<file path="config.mk">
export PLATFORM = sky130hd
export DESIGN_NAME = lc3_mem_arbiter
export DESIGN_NICKNAME = d
export VERILOG_FILES = /design/src/rtl/lc3_mem_arbiter.sv
export SDC_FILE = /design/constraint.sdc
export NUM_CORES = 1
export LEC_CHECK = 0
export CAP_MARGIN = 15
export CORE_ASPECT_RATIO = 1.4
export CORE_UTILIZATION = 27
export DETAILED_ROUTE_END_ITERATION = 7
export MAX_ROUTING_LAYER = met4
export PLACE_DENSITY = 0.86
export REMOVE_ABC_BUFFERS = 1
export SETUP_SLACK_MARGIN = 0.05
export SLEW_MARGIN = 15
export SYNTH_ARGS = -nofsm -noshare
export SYNTH_HDL_FRONTEND = slang
export SYNTH_SLANG_ARGS = --single-unit
</file>
<file path="constraint.sdc">
create_clock -name clk -period 2.3 [get_ports clk]
set_input_delay 0.46 -clock clk [delete_from_list [all_inputs] [get_ports clk]]
set_output_delay 0.46 -clock clk [all_outputs]
set_load 0.01 [all_outputs]
</file>
<file path="src/rtl/lc3_mem_arbiter.sv">
// lc3_mem_arbiter: shares one LC-3 memory port between two masters,
// round-robin or fixed priority, with a wait-cycle timeout that aborts stuck accesses.
module lc3_mem_arbiter #(
  parameter int TIMEOUT    = 64,
  parameter int FIXED_PRIO = 0
) (
  input  logic        clk,
  input  logic        rst,
  input  logic        m0_en,
  input  logic        m0_we,
  input  logic [15:0] m0_addr,
  input  logic [15:0] m0_din,
  output logic [15:0] m0_dout,
  output logic        m0_rdy,
  output logic        m0_err,
  input  logic        m1_en,
  input  logic        m1_we,
  input  logic [15:0] m1_addr,
  input  logic [15:0] m1_din,
  output logic [15:0] m1_dout,
  output logic        m1_rdy,
  output logic        m1_err,
  output logic        memEN,
  output logic        memWE,
  output logic [15:0] memory_addr,
  output logic [15:0] memory_din,
  input  logic [15:0] memory_dout,
  input  logic        memRDY,
  output logic [1:0]  gnt
);
  typedef enum logic [1:0] {IDLE, GRANT0, GRANT1} state_t;
  localparam logic [7:0] WAIT_MAX = 8'(TIMEOUT - 1);
  state_t     state, state_nx;
  logic       last_gnt;
  logic [7:0] wait_cnt;
  logic       expired, own0, own1;
  assign expired = wait_cnt == WAIT_MAX;
  // last_gnt resets to 1 so that m0 wins the first tie
  always_ff @(posedge clk) begin
    if (!rst) begin
      state    <= IDLE;
      last_gnt <= 1'b1;
      wait_cnt <= 8'd0;
    end else begin
      state <= state_nx;
      if (state == IDLE && state_nx != IDLE) last_gnt <= state_nx == GRANT1;
      wait_cnt <= state == IDLE ? 8'd0 : memRDY ? wait_cnt : wait_cnt + 8'd1;
    end
  end
  always_comb begin
    state_nx = state;
    if (state == IDLE)
      state_nx = m0_en && (!m1_en || FIXED_PRIO != 0 || last_gnt) ? GRANT0 : m1_en ? GRANT1 : IDLE;
    else if (memRDY || expired)
      state_nx = IDLE;
  end
  // rst gates the outputs so nothing leaks out while reset is held
  always_comb begin
    own0        = rst && state == GRANT0;
    own1        = rst && state == GRANT1;
    memEN       = own0 || own1;
    gnt         = {own1, own0};
    memWE       = own0 ? m0_we : own1 && m1_we;
    memory_addr = own0 ? m0_addr : own1 ? m1_addr : 16'h0000;
    memory_din  = own0 ? m0_din : own1 ? m1_din : 16'h0000;
    m0_rdy      = own0 && (memRDY || expired);
    m0_err      = own0 && !memRDY && expired;
    m0_dout     = own0 && memRDY && !m0_we ? memory_dout : 16'h0000;
    m1_rdy      = own1 && (memRDY || expired);
    m1_err      = own1 && !memRDY && expired;
    m1_dout     = own1 && memRDY && !m1_we ? memory_dout : 16'h0000;
  end
endmodule
</file>
==> qor.yml <==
status:
  status: "finished, final reports clean"
detailed_routing:
  vias: 1758
  first_iter_violations: 64
  wl_per_cell_microns: 15.9
  met1Wirelength_mm: 2.14
  dr.pass1.iters: 4
  antenna_left: 0
  met2_length_mm: 3.25
  vias_per_cell: 4.75
  highest_layer: "met4"
  dr_wl_met3_microns: 442
  wl_mm: 5.87
  drc: 0
timing:
  hold_slack_ns: 0.476
  rsz0062_at_grt: "yes"
  max_slew_margin: 0.620
  max_freq_mhz: 450
  finalMaxSlewViolations: 0
  final.min_clock_period_ns: 2.22
  finClkSkew_ns: 0.00544
  hold_viol: 0
  finalSetupViolations: 0
  worst_slew_pin_slew_ns: 0.567
  fin_ws_ns: 0.0790
  fin_crit_sh: 0.966
clock_network:
  numClockSinks: 11
  insertion_delay_ns: 0.24
  tritoncts: "built"
  postCtsHoldBufs: 0
  numCtsBuffers: 3
  clockBufferDepth: 2
  cts.clk_slew.worst_paths_ns: 0.05
  h-tree-depth: 1
  clock-root-buffer: "clkbuf_8"
setup_path:
  crit_type: "register to output pin"
  r2r-start: "wait_cnt[4]"
  rrSetupSlack_ns: 0.90
  critical-path-max-stage-delay_ns: 0.36
  r2r_end: "state[1]"
  critical_path_peak_fanout: 7
  worstPathRequired_ns: 1.84
  critical_path_buf_inv_count: 2
  cp_top_family: "simple AND/OR/NAND/NOR gates"
  path_cells: "nand3b_4 -> nor3b_4 -> bufbuf_16 -> and2_2 -> dlygate4sd2_1"
  crit_slowest_cell: "dfxtp_4"
  critPathArrivalTime_ns: 1.76
  r2r_cells: 4
  crit_path_end_kind: "output pin"
  cp-start-kind: "register"
place:
  dpl_worst_slack_ns: -0.559
  gp_congestion: 0.834
  io_buffer_count: 158
  hpwlAfterDp_mm: 4.31
finish:
  fin_nets: 399
  drive_gt1_frac: 0.190
  n_antenna_cell: 0
  areaGrowthSynthToFinish_pct: 155
hold_path:
  hold_class: "input port to register"
  hp-start: "rst"
  whs_endpoint: "last_gnt"
  hold_depth: 2
global_routing:
  grt_pass1_vias: 1636
  grt_max_degree: 29
  antenna_found_initial: 0
  overflow: 0
  grt_pass1_wl_mm: 8.02
  grtUsageTotal: 0.227
die:
  initial_utilization: 0.284
  core_area_sq_mm: 0.00427
  io_pins: 159
  row_count: 28
  dieHeight_microns: 81.4
  die_x_microns: 58.7
  die-area_sq_mm: 0.00478
pwr:
  clkPwrFrac: 0.245
  seq_power_share: 0.261
  intPower_mw: 0.580
  p_total_mw: 0.796
  switchingPower_mw: 0.216
  power_density_mw_per_mm2: 257
  swShare: 0.272
  p_leak_nw: 1.69
  max-vdd-ir-drop_mv: 0.292
  comb_power_share: 0.494
synthesis:
  syn_area_per_cell_sq_um: 8.62
  synthFlopType: "dfxtp_1"
  ys.warnings.count: 0
  synthArstFlopShare: 0
  netlist_instances: 141
  synth_cell_types: 34
  syn-cell-area_sq_mm: 0.00121
  yosysSeqAreaShare: 0.181
  ys_ff_latch: 11
  synth_edf_count: 0
run:
  maxCapViolCount: 0
per-stage QoR:
step | util | TNS, ns | instance area [sq um] | instances
floorplan | - | 0 | 1130 | 130
global placement | 0.685 | -32.16 | 2930 | 362
detailed placement | 0.685 | -33.82 | 2930 | 362
CTS | 0.703 | 0 | 3010 | 369
global route | 0.724 | 0 | 3090 | 370
finish | 0.724 | 0 | 3090 | 370
worst register-to-register path, delay by kind of cell (launching register included):
kind,cells,cell delay [ns]
AND/OR/NAND/NOR,1,0.29
AO/OA/AOI/OAI,2,0.42
buffers and inverters,1,0.18
flip-flops,1,0.39
cell usage in the layout (no fill, tap or decap), types with 2 or more instances in the layout:
cell	n
and2_1	18
dfxtp_1	8
a21oi_1	4
nand2_1	5
or3_1	3
dlygate4sd2_1	31
a32o_1	2
a21boi_0	2
buf_4	13
nand4b_4	2
buf_12	3
clkdlybuf4s15_2	7
clkbuf_8	3
xor2_1	3
o21ai_0	4
dfxtp_2	2
dlymetal6s2s_1	17
a22o_1	33
nor2_1	11
and2_2	14
clkdlybuf4s50_1	99
clkdlybuf4s15_1	2
clkinv_8	2
worst max path at each step:
stage | from | depth (start not counted) | slack (ns) | endpoint
after floorplan | wait_cnt[0] | 4 | 0.49 | m0_err
after global placement | rst | 6 | -0.54 | memory_din[5]
after detailed placement | rst | 6 | -0.56 | memory_din[5]
after CTS | state[1] | 5 | 0.04 | memory_din[5]
after global routing | wait_cnt[4] | 4 | 0.01 | m0_rdy
final | state[1] | 5 | 0.08 | m0_dout[12]
kinds of logic after synthesis:
group / share of synthesized area
flops: 0.181
fa+ha+maj: 0.0103
simple gates: 0.375
buf+inv: 0.0855
compound gates: 0.311
xor+xnor: 0.0288
mux: 0.00824
state kept, by name (all words and copies together) (netlist names):
register / count
state: 2
wait_cnt: 8
last_gnt: 1
final cells by class:
| cell class | instances | area, sq um |
|---|---|---|
| Timing Repair inverter | 1 | 16.3 |
| Fill cell | 352 | 1180 |
| Clock buffer | 4 | 45.0 |
| Multi-Input combinational cell | 116 | 911 |
| Sequential cell | 11 | 226 |
| Tap cell | 60 | 75.1 |
| Inverter | 3 | 26.3 |
| Timing Repair Buffer | 175 | 1790 |
power by group through the flow:
stage	clock network [mW]	registers (mW)	logic, mW
global route	0.208	0.209	0.416
CTS	0.197	0.207	0.390
finish	0.195	0.208	0.393
global placement	0	0.209	0.381
floorplan	0	0.209	0.111
detailed placement	0	0.210	0.388
metal layers:
metal / up-vias / track usage
met5: - / -
met4: 0 / 0.0690
met3: 6 / 0.0382
met2: 88 / 0.436
met1: 803 / 0.231
li1: 861 / -
cells in the mapped netlist (3+ instances only):
| library cell | n | area, sq um |
|---|---|---|
| nand2_1 | 5 | 18.8 |
| buf_4 | 3 | 22.5 |
| xor2_1 | 3 | 26.3 |
| and2_2 | 14 | 105 |
| dfxtp_1 | 11 | 220 |
| and2_1 | 18 | 113 |
| buf_2 | 4 | 20.0 |
| a22o_1 | 33 | 289 |
| nor2_1 | 11 | 41.3 |
| a21oi_1 | 4 | 20.0 |
| or3_1 | 3 | 18.8 |
| buf_6 | 4 | 45.0 |
| o21ai_0 | 4 | 20.0 |
timing repair:
| item | in CTS | in global routing |
|---|---|---|
| cloned | 2 | 1 |
| endpoints found under the setup margin | 72 | 35 |
| setup buffers | 1 | 0 |
| pin swaps | 2 | 1 |
| gates resized for setup | 67 | 25 |
(Power assumes the default switching activity.)
==> edit: new RTL, same flow settings <==
Make the reset (`rst`) asynchronous in one clocked block.
--- a/src/rtl/lc3_mem_arbiter.sv
+++ b/src/rtl/lc3_mem_arbiter.sv
@@ -37,5 +37,5 @@
   assign expired = wait_cnt == WAIT_MAX;
   // last_gnt resets to 1 so that m0 wins the first tie
-  always_ff @(posedge clk) begin
+  always_ff @(posedge clk or negedge rst) begin
     if (!rst) begin
       state    <= IDLE;
Formal check against the unedited RTL: no difference found for any inputs over 10 cycles, from zero or initial values and one cycle with rst low; that may be too few to reach the edited logic, so the function may still have changed.
==> edit against the original RTL <==
Synthesized cell count fell by 3.5%; wire length up 7.3%; count of clock-buffer cells in the layout unchanged; via count is 2.9% higher; die area is essentially flat; worst setup slack improved by 42 ps; clock skew decreased by 2.5 ps; sequential cell count stayed put; critical endpoint is now m1_err; final area is 2.3% lower; area after synthesis fell by 0.10%.
Power is not compared: it rests on default switching activity, and its combinational part moved more than twofold at a synthesized area within 25%.
==> edit: results (changes against the original RTL) <==
metric,value,unit,change
synthTopCellsByCount,"a22o_1, and2_1, dfrtp_1, nor2_1, nand2_1",,"was a22o_1, and2_1, and2_2"
drive_above_1_share,18.6,%,was 19.0%
regToRegEndpoint,wait_cnt[7]$_DFFE_PN0P_,,was state[1]$_SDFF_PN0_
critPathLaunch,wait_cnt[1]$_DFFE_PN0P_,,was state[1]$_SDFF_PN0_
outcome,"complete, no violations",,unchanged
synthTopCellsByArea,"a22o_1, dfrtp_1, and2_1",,"was a22o_1, dfxtp_1, and2_1"
tightest_slew,300,ps,was 567 ps
grt_max_degree,24,,was 29
pre_cts_slack,-449,ps,was -559 ps
cp.arrival,1720,ps,was 1760 ps
drt-met1-wl,2260,um,was 2140 um
worst-path-buf-inv,1,,was 2
avgSynthCellArea,8.92,um^2,was 8.62 um^2
post_cts_buffers,12,,was 1
nNetsFinal,407,,was 399
dp_hpwl,4960,um,was 4310 um
grt_usage,26.1,%,was 22.7%
wl,6300,um,was 5870 um
yosysSeqAreaShare,22.8,%,was 18.1%
crit-reg2reg-launch,state[0]$_DFF_PN0_,,was wait_cnt[4]$_SDFFE_PP0N_
hold_class,input port to asynchronous set/reset pin,,was input port to flip-flop
wl_met3,849,um,was 442 um
grt_util_met2,42.9,%,was 43.6%
wl_per_cell,16.7,um,was 15.9 um
drt-pass1-iter-count,2,,was 4
rrSetupSlack,880,ps,was 900 ps
gp_congestion,0.805,,was 0.834
reg2reg_depth,5,,was 4
-- edit: cell types whose count changed in the layout (fill, tap and decap cells not counted), moves of 4 or more --
cell / before / now
and2_1: 18 / 32
and2_2: 14 / 0
buf_2: 0 / 6
buf_4: 13 / 26
clkbuf_2: 1 / 5
clkdlybuf4s15_2: 7 / 1
clkdlybuf4s50_1: 99 / 83
dfrtp_1: 0 / 8
dfxtp_1: 8 / 0
dlygate4sd2_1: 31 / 56
dlymetal6s2s_1: 17 / 2
-- edit: final cells by class --
type	count	area, um^2	share of cell area (%)
timing repair buffer	190	1750	57.9
multi-input combinational	111	865	28.6
sequential	11	279	9.23
tap	60	75.1	2.48
clock buffer	4	45.0	1.49
inverter	2	7.51	0.248
-- edit: cell families after synthesis --
logic type	synth area share, %
XOR/XNOR	2.89
flip-flops	22.8
multiplexers	0.825
AO/OA/AOI/OAI	29.5
buffers and inverters	7.42
AND/OR/NAND/NOR	35.6
adder cells (fa/ha/maj)	1.03
